`config.mk`:
```
export PLATFORM = sky130hd
export DESIGN_NAME = fip_accumulator_flat
export DESIGN_NICKNAME = d
export VERILOG_FILES = /design/src/rtl/fip_accumulator_if.sv /design/src/rtl/fip_accumulator.sv /design/src/flat_wrapper.sv
export SDC_FILE = /design/constraint.sdc
export NUM_CORES = 1
export LEC_CHECK = 0
export CAP_MARGIN = 5
export CORE_ASPECT_RATIO = 1.1
export CORE_UTILIZATION = 25
export DETAILED_ROUTE_END_ITERATION = 7
export PLACE_DENSITY_LB_ADDON = 0.05
export SETUP_SLACK_MARGIN = 0.5
export SLEW_MARGIN = 15
export SYNTH_ARGS = -nofsm -noshare
export SYNTH_HDL_FRONTEND = slang
export SYNTH_SLANG_ARGS = --single-unit
```
`constraint.sdc`:
```
create_clock -name clk_i -period 3.2 [get_ports clk_i]
set_clock_uncertainty 0.05 [all_clocks]
set_input_delay 0.64 -clock clk_i [delete_from_list [all_inputs] [get_ports clk_i]]
set_output_delay 0.64 -clock clk_i [all_outputs]
set_load 0.05 [all_outputs]
```
`src/rtl/fip_accumulator_if.sv`:
```
// fip_accumulator_if: beat input and result output bundle of fip_accumulator
interface fip_accumulator_if #(
  parameter int IN_SIZE   = 18,
  parameter int CORR_SIZE = 24,
  parameter int ACC_SIZE  = 32
);
  logic signed [IN_SIZE-1:0]   in_i [0:11];
  logic signed [CORR_SIZE-1:0] corr_i;
  logic                        in_last_i;
  logic                        in_valid_i;
  logic                        in_ready_o;
  logic                        flush_i;
  logic signed [ACC_SIZE-1:0]  out_o;
  logic                        out_valid_o;
  logic                        out_ready_i;
  logic                        ovf_o;
  modport master (
    output in_i, corr_i, in_last_i, in_valid_i, flush_i, out_ready_i,
    input  in_ready_o, out_o, out_valid_o, ovf_o
  );
  modport slave (
    input  in_i, corr_i, in_last_i, in_valid_i, flush_i, out_ready_i,
    output in_ready_o, out_o, out_valid_o, ovf_o
  );
endinterface

```
`src/rtl/fip_accumulator.sv`:
```
// fip_accumulator: corrected 12-way partial-product reduce and accumulate over beats; define FIP_ACC_SAT_EN to saturate instead of wrap
module fip_accumulator #(
  parameter int IN_SIZE   = 18,
  parameter int CORR_SIZE = 24,
  parameter int ACC_SIZE  = 32
) (
  input logic              clk_i,
  input logic              rst_ni,
  fip_accumulator_if.slave bus
);
  localparam int SW = (IN_SIZE + 4 > CORR_SIZE ? IN_SIZE + 4 : CORR_SIZE) + 1;
  logic signed [SW-1:0]       beat_sum;
  logic signed [ACC_SIZE-1:0] s1_sum, acc, add_res, out_q;
  logic [ACC_SIZE:0]          wide;
  logic s1_valid, s1_last, sticky, out_valid_q, ovf_q;
  logic consume, accept, load, add_ovf;
  always_comb begin
    beat_sum = -SW'(bus.corr_i);
    for (int k = 0; k < 12; k++) beat_sum = beat_sum + SW'(bus.in_i[k]);
  end
  assign wide    = {acc[ACC_SIZE-1], acc} + {s1_sum[ACC_SIZE-1], s1_sum};
  assign add_ovf = wide[ACC_SIZE] ^ wide[ACC_SIZE-1];
`ifdef FIP_ACC_SAT_EN
  assign add_res = add_ovf ? {wide[ACC_SIZE], {(ACC_SIZE-1){~wide[ACC_SIZE]}}} : wide[ACC_SIZE-1:0];
`else
  assign add_res = wide[ACC_SIZE-1:0];
`endif
  // only a last beat waits on the output register; partial beats always drain
  assign consume        = s1_valid && (!s1_last || !out_valid_q || bus.out_ready_i);
  assign bus.in_ready_o = !bus.flush_i && (!s1_valid || consume);
  assign accept         = bus.in_valid_i && bus.in_ready_o;
  assign load           = consume && s1_last && !bus.flush_i;
  assign bus.out_o       = out_q;
  assign bus.out_valid_o = out_valid_q;
  assign bus.ovf_o       = ovf_q;
  always_ff @(posedge clk_i or negedge rst_ni) begin
    if (!rst_ni) begin
      acc         <= '0;
      sticky      <= 1'b0;
      s1_valid    <= 1'b0;
      s1_last     <= 1'b0;
      s1_sum      <= '0;
      out_q       <= '0;
      out_valid_q <= 1'b0;
      ovf_q       <= 1'b0;
    end else begin
      acc         <= bus.flush_i ? '0 : consume ? (s1_last ? '0 : add_res) : acc;
      sticky      <= (bus.flush_i || (consume && s1_last)) ? 1'b0 : sticky | (consume & add_ovf);
      s1_valid    <= !bus.flush_i && (accept || (s1_valid && !consume));
      out_valid_q <= load || (out_valid_q && !bus.out_ready_i);
      if (accept) begin
        s1_sum  <= ACC_SIZE'(beat_sum);
        s1_last <= bus.in_last_i;
      end
      if (load) begin
        out_q <= add_res;
        ovf_q <= add_ovf | sticky;
      end
    end
  end
endmodule
```
`src/flat_wrapper.sv`:
```
// flat-port wrapper written by rule: the top's interface ports become plain ports
module fip_accumulator_flat 
#(
  parameter int IN_SIZE   = 18,
  parameter int CORR_SIZE = 24,
  parameter int ACC_SIZE  = 32
)
  (clk_i, rst_ni, bus_in_i, bus_corr_i, bus_in_last_i, bus_in_valid_i, bus_flush_i, bus_out_ready_i, bus_in_ready_o, bus_out_o, bus_out_valid_o, bus_ovf_o);
  fip_accumulator_if #(.IN_SIZE(IN_SIZE), .CORR_SIZE(CORR_SIZE), .ACC_SIZE(ACC_SIZE)) bus_i ();
  input logic clk_i;
  input logic rst_ni;
  input wire logic [$bits(bus_i.in_i)-1:0] bus_in_i;
  input wire logic [$bits(bus_i.corr_i)-1:0] bus_corr_i;
  input wire logic [$bits(bus_i.in_last_i)-1:0] bus_in_last_i;
  input wire logic [$bits(bus_i.in_valid_i)-1:0] bus_in_valid_i;
  input wire logic [$bits(bus_i.flush_i)-1:0] bus_flush_i;
  input wire logic [$bits(bus_i.out_ready_i)-1:0] bus_out_ready_i;
  output wire logic [$bits(bus_i.in_ready_o)-1:0] bus_in_ready_o;
  output wire logic [$bits(bus_i.out_o)-1:0] bus_out_o;
  output wire logic [$bits(bus_i.out_valid_o)-1:0] bus_out_valid_o;
  output wire logic [$bits(bus_i.ovf_o)-1:0] bus_ovf_o;
  assign bus_i.in_i = {>>{bus_in_i}};
  assign bus_i.corr_i = bus_corr_i;
  assign bus_i.in_last_i = bus_in_last_i;
  assign bus_i.in_valid_i = bus_in_valid_i;
  assign bus_i.flush_i = bus_flush_i;
  assign bus_i.out_ready_i = bus_out_ready_i;
  assign bus_in_ready_o = bus_i.in_ready_o;
  assign bus_out_o = bus_i.out_o;
  assign bus_out_valid_o = bus_i.out_valid_o;
  assign bus_ovf_o = bus_i.ovf_o;
  fip_accumulator #(.IN_SIZE(IN_SIZE), .CORR_SIZE(CORR_SIZE), .ACC_SIZE(ACC_SIZE)) u_core (.clk_i(clk_i), .rst_ni(rst_ni), .bus(bus_i));
endmodule
```
# Yosys cells after proc, flatten, opt, wreduce, memory -nomap -nowiden

Index checks and enable logic that the tools add are counted.

Bits in registers: 94
Input port bits: 246

Add/subtract/negate cells: 14
Multiplexer cells: 4
Bitwise operators: 4
Reduce and logical (&&, ||, !) cells: 21

Operator list:

| cell                    | number |
|---|---|
| adder 25 x 18 -> 25 bit | 12 |
| two-way mux 32 bit      | 3 |
| adder 32 x 25 -> 33 bit | 1 |
| negation 24 -> 25 bit   | 1 |
| logical AND 1 bit       | 8 |
| logical NOT 1 bit       | 6 |
| logical OR 1 bit        | 6 |
| bitwise OR 1 bit        | 2 |
| nonzero test 2 bit      | 1 |
| AND 1 bit               | 1 |
| two-way mux 1 bit       | 1 |
| bitwise XOR 1 bit       | 1 |

# Longest topological paths before layout

Word-level depth: 13
Gate-level depth with buffers: 22
Mapped depth without buffers: 22

# Worst setup path after synthesis

Ideal clock, no wire load.

Path kind: input port to flip-flop
Start point: in bus_in_i[93]
End point: reg u_core.s1_sum[23]
Arrival: 5316 ps
Data required time: 3060 ps
Path slack: -2256 ps
Stages on the path: 18
Buffers on the path: 0
Cell sequence: fa_1 > inv_1 > fa_1 > inv_1 > fa_1 > fa_1 > inv_1 > fa_1 > inv_1 > ha_1 > a21o_1 > a21o_1 > a21oi_2 > o211a_4 > nor4_2 > or4_4 > a2111o_1 > o2111ai_1

Cells in the longest elaborated chain, start to end: 6

Ends and longest elaborated chain:

| element                               | RTL line              | text |
|---|---|---|
| from (decl)                           | flat_wrapper.sv:12    | `input wire logic [$bits(bus_i.in_i)-1:0] bus_in_i;` |
| adder 25 x 18 -> 25 bit (6 in series) | fip_accumulator.sv:19 | `for (int k = 0; k < 12; k++) beat_sum = beat_sum + SW'(bus.in_i[k]);` |
| to (signal assigned)                  | fip_accumulator.sv:52 | `s1_sum <= ACC_SIZE'(beat_sum);` |
| to (decl)                             | fip_accumulator.sv:13 | `logic signed [ACC_SIZE-1:0] s1_sum, acc, add_res, out_q;` |

No other way between the ends.
A chain may end at the register's enable or synchronous reset.

# Worst setup path after layout

Start point: in bus_in_i[3]
End point: reg, netlist name u_core.s1_sum[24]

Cells in the longest elaborated chain, start to end: 1

Ends and longest elaborated chain:

| element                 | RTL line |
|---|---|
| adder 25 x 18 -> 25 bit | fip_accumulator.sv:19 |

No other way between the ends.

==> impl_metrics.csv <==
group,metric,value,unit
synth,async_flop_share,100.0,%
sta,slew_viol_final,0,
critical_path,path_max_fanout,3,
sta,layout_min_cycle_time,5.319,ns
layout,area_growth,50.33,%
die,core_area,46840,µm²
synth,synthMuxAreaShare,0.9154,%
drt,wl_met1,13010,µm
drt,remaining_drc_errors,0,
cts,htreeDepth,3,
synth,synth_top_cell_area_share,37.88,%
critical_path,cp_data_arrival_time,5.55,ns
layout,fin_cells,2281,
synth,synth.distinct_cells,58,
sta,rsz0062_at_grt,"yes",
placed_design,dp_hpwl,27680,µm
sta,finalCritPeriodShare,166.2,%
critical_path,end_kind,"flop",
global_routing,antenna_found_initial,0,
critical_path,reg2regPathDepth,10,
drt,first_pass_iters,4,
synth,synth-simple-area-share,8.481,%
drt,met3_length,672,µm
synth,syn-cell-area,11890,µm²
synth,yosysWarnings,0,
synth,synth-compound-area-share,12.09,%
layout,num_antenna_cells,0,
critical_path,path_class,"input port to flop",
critical_path,slowest_delay,0.59,ns
die,die_width,209.9,µm
cts,clk_pin_slew,0.07,ns
drt,finalWirelength,32440,µm
critical_path,crit_slowest_cell,"fa_1",
critical_path,timing.rr.end,"u_core.acc[20]",
layout,layout.nets,2170,
cts,cts-buffers-inserted,9,
critical_path,crit_chain,"clkdlybuf4s15_1, fa_1, fa_1, fa_1, fa_1, inv_2, fa_1, buf_4, buf_6, fa_2, nor2b_4, o31ai_4, a211oi_2, buf_4, o21bai_4, a311oi_2, buf_4, a41oi_4, a21o_1, nand3_1",
drt,wl_per_cell,14.22,µm
cts,cts_buffer_depth,2,
die,row_count,83,
synth,seq_area_frac_synth,19.78,%
synth,ys_ff_latch,94,
sta,setup_viol,23,
critical_path,reg2reg_from,"u_core.s1_sum[0]",
drt,first_iter_violations,169,
synth,synthCells,1225,
placed_design,place_congestion,0.8033,
sta,slew-limit-headroom,52.83,%
global_routing,grt_overflow,0,
synth,synth-edff-count,0,
layout,fin_area,17880,µm²
critical_path,cp-start-kind,"input port",
global_routing,grt_pass1_wl,52650,µm
synth,synth-main-ff-cell,"dfrtp_1",
drt,ant_nets,0,
cts,clkSinkCount,94,
drt,dr.max_layer_used,"met4",
die,die_y,230.7,µm
placed_design,dp_cells,2221,
cts,clk-insertion-delay-late,0.35,ns
synth,synth.area.top_cells,"fa_1 (38%), dfrtp_1 (20%), inv_1 (10%)",
cts,root_buffer,"clkbuf_16",
global_routing,grt_max_degree,51,
job,drv_cap,0,
critical_path,reg2reg_slack,0.34,ns
critical_path,cp_common_cell,"fa_1",
outcome,violations,"setup timing",
sta,setup_slack,-2.119,ns
critical_path,required,3.44,ns
placed_design,io_buffer_count,280,
die,boundaryPins,281,
global_routing,track_usage,13.59,%
layout,nFillCells,4777,
global_routing,grt_pass1_vias,10507,
sta,timing.fmax,188.0,MHz
outcome,status,"complete, but fails checks",
synth,syn_nets,1756,
die,die_area,48440,µm²
sta,hold_viol_final,0,
synth,yosys.area.top_type,"fa_1",
synth,synth_xor_area_share,3.462,%
synth,synthAdderAreaFrac,44.19,%
layout,drive_above_1_share,30.78,%
drt,vias,9585,
sta,tightest_slew,0.7075,ns
drt,wl_met2,18480,µm
die,initial_core_util,25.39,%
cts,cts_tree,"built",
synth,synth_top_family_by_area,"adder cells",
placed_design,place_area,16260,µm²
min_path,hp-class,"input port to asynchronous set/reset pin",
drt,routed_via_density,4.202,
synth,syn_area_per_cell,9.707,µm²
synth_stat cells, types with 3 or more instances:
| cell | instances |
|---|---|
| xor2_1 | 17 |
| o211ai_1 | 5 |
| nand2b_1 | 7 |
| and3_1 | 6 |
| clkbuf_1 | 20 |
| nand4_1 | 4 |
| nand2_1 | 123 |
| mux2_2 | 7 |
| o21ai_0 | 48 |
| ha_1 | 60 |
| fa_1 | 225 |
| a21oi_1 | 47 |
| a211oi_1 | 8 |
| nor3_1 | 10 |
| dfrtp_1 | 94 |
| o21bai_1 | 3 |
| mux2i_1 | 3 |
| nor4_1 | 3 |
| and2_1 | 3 |
| or2_2 | 4 |
| nor2b_1 | 10 |
| a22o_1 | 26 |
| xnor2_1 | 30 |
| nor2_1 | 26 |
| a21o_1 | 23 |
| inv_1 | 330 |
| nand3_1 | 13 |
| o31ai_1 | 8 |
| o21ai_1 | 6 |
| a31oi_1 | 10 |
| o21a_1 | 9 |
worst max-delay path, delay by kind of cell:
kind	cells	cell delay (ns)
and+or+nand+nor	2	0.21
AOI/OAI and AO/OA	6	0.96
adders and majority gates	6	2.90
buffers and inverters	6	0.85
cell families after synthesis:
group,after synthesis
buf+inv,351
simple gates,221
xor+xnor,47
flops,94
fa+ha+maj,285
mux,10
compound gates,217
metrics by stage:
step	worst slack (ns)	utilization, %	setup TNS (ns)	hold WS (ns)
floorplan	-2.158	-	-35.95	0.2944
global placement	-3.082	34.73	-55.98	0.4139
detailed placement	-3.054	34.73	-55.57	0.4139
CTS	-2.275	36.51	-37.47	0.2960
global route	-2.288	38.17	-40.57	0.3361
finish	-2.119	38.17	-36.94	0.2825
how the worst max path moves through the flow:
stage / from / to / slack [ns] / cells past startpoint
5_1_grt: bus_in_i[3] / u_core.s1_sum[23] / -2.29 / 17
6_report: bus_in_i[3] / u_core.s1_sum[24] / -2.12 / 20
4_1_cts: bus_in_i[98] / u_core.s1_sum[23] / -2.27 / 18
2_1_floorplan: bus_in_i[92] / u_core.s1_sum[24] / -2.16 / 20
3_5_place_dp: bus_in_i[38] / u_core.s1_sum[24] / -3.05 / 23
3_3_place_gp: bus_in_i[38] / u_core.s1_sum[24] / -3.08 / 23
flip-flops by register name (all words and copies together) (netlist names):
signal / count
u_core.acc: 32
u_core.s1_valid: 1
u_core.bus.out_valid_o: 1
u_core.s1_last: 1
u_core.bus.out_o: 32
u_core.s1_sum: 25
u_core.bus.ovf_o: 1
u_core.sticky: 1
metal layers:
| layer | track usage [%] | vias up |
|---|---|---|
| met5 | 0 | - |
| li1 | - | 4626 |
| met3 | 1.388 | 18 |
| met1 | 16.20 | 4801 |
| met4 | 2.121 | 0 |
| met2 | 26.36 | 140 |
placed cells by master (no fill, tap or decap), types with 6 or more instances in the layout:
| cell type | synthesis | final |
|---|---|---|
| clkdlybuf4s15_1 | 0 | 23 |
| o21ai_1 | 6 | 22 |
| dlymetal6s2s_1 | 0 | 21 |
| a21o_1 | 23 | 23 |
| inv_1 | 330 | 240 |
| clkdlybuf4s50_1 | 0 | 102 |
| nand2_1 | 123 | 115 |
| fa_1 | 225 | 178 |
| xnor2_1 | 30 | 20 |
| xor2_2 | 0 | 7 |
| inv_2 | 0 | 90 |
| xnor2_2 | 0 | 8 |
| dlygate4sd2_1 | 0 | 72 |
| clkbuf_2 | 0 | 20 |
| ha_1 | 60 | 36 |
| a21oi_1 | 47 | 32 |
| dfrtp_1 | 94 | 92 |
| buf_6 | 0 | 37 |
| buf_4 | 0 | 115 |
| xor2_1 | 17 | 8 |
| mux2_4 | 0 | 6 |
| nand3_1 | 13 | 12 |
| fa_2 | 0 | 47 |
| clkbuf_16 | 0 | 9 |
| a21oi_2 | 1 | 12 |
| ha_4 | 0 | 21 |
| o21ai_0 | 48 | 13 |
| a22o_1 | 26 | 26 |
| nor3_1 | 10 | 7 |
| a31oi_1 | 10 | 7 |
| nor2_1 | 26 | 24 |
| o21a_1 | 9 | 8 |
| buf_2 | 0 | 29 |
| nand2_2 | 0 | 7 |
| nand2b_1 | 7 | 6 |
| o21ai_2 | 0 | 15 |
| nor2b_1 | 10 | 8 |
layout make-up:
cell class | instances | area, µm² | area share (%)
multi-input cells | 780 | 9432 | 52.76
repair buffers | 424 | 3752 | 20.99
clock inverters | 5 | 58.81 | 0.3290
clock buffers | 11 | 242.7 | 1.358
flip-flops and latches | 94 | 2355 | 13.17
well taps | 637 | 797.0 | 4.459
inverters | 330 | 1239 | 6.929
repair_timing:
item,in CTS,in global routing
endpoints found under the setup margin,60,57
hold buffers,0,0
resized for setup,494,217
pin swaps,207,167
buffers inserted,19,25
endpoints found under the hold margin,0,0
Power is not shown: default switching activity piles up to over one toggle a cycle in this logic, so the estimate is an artifact.
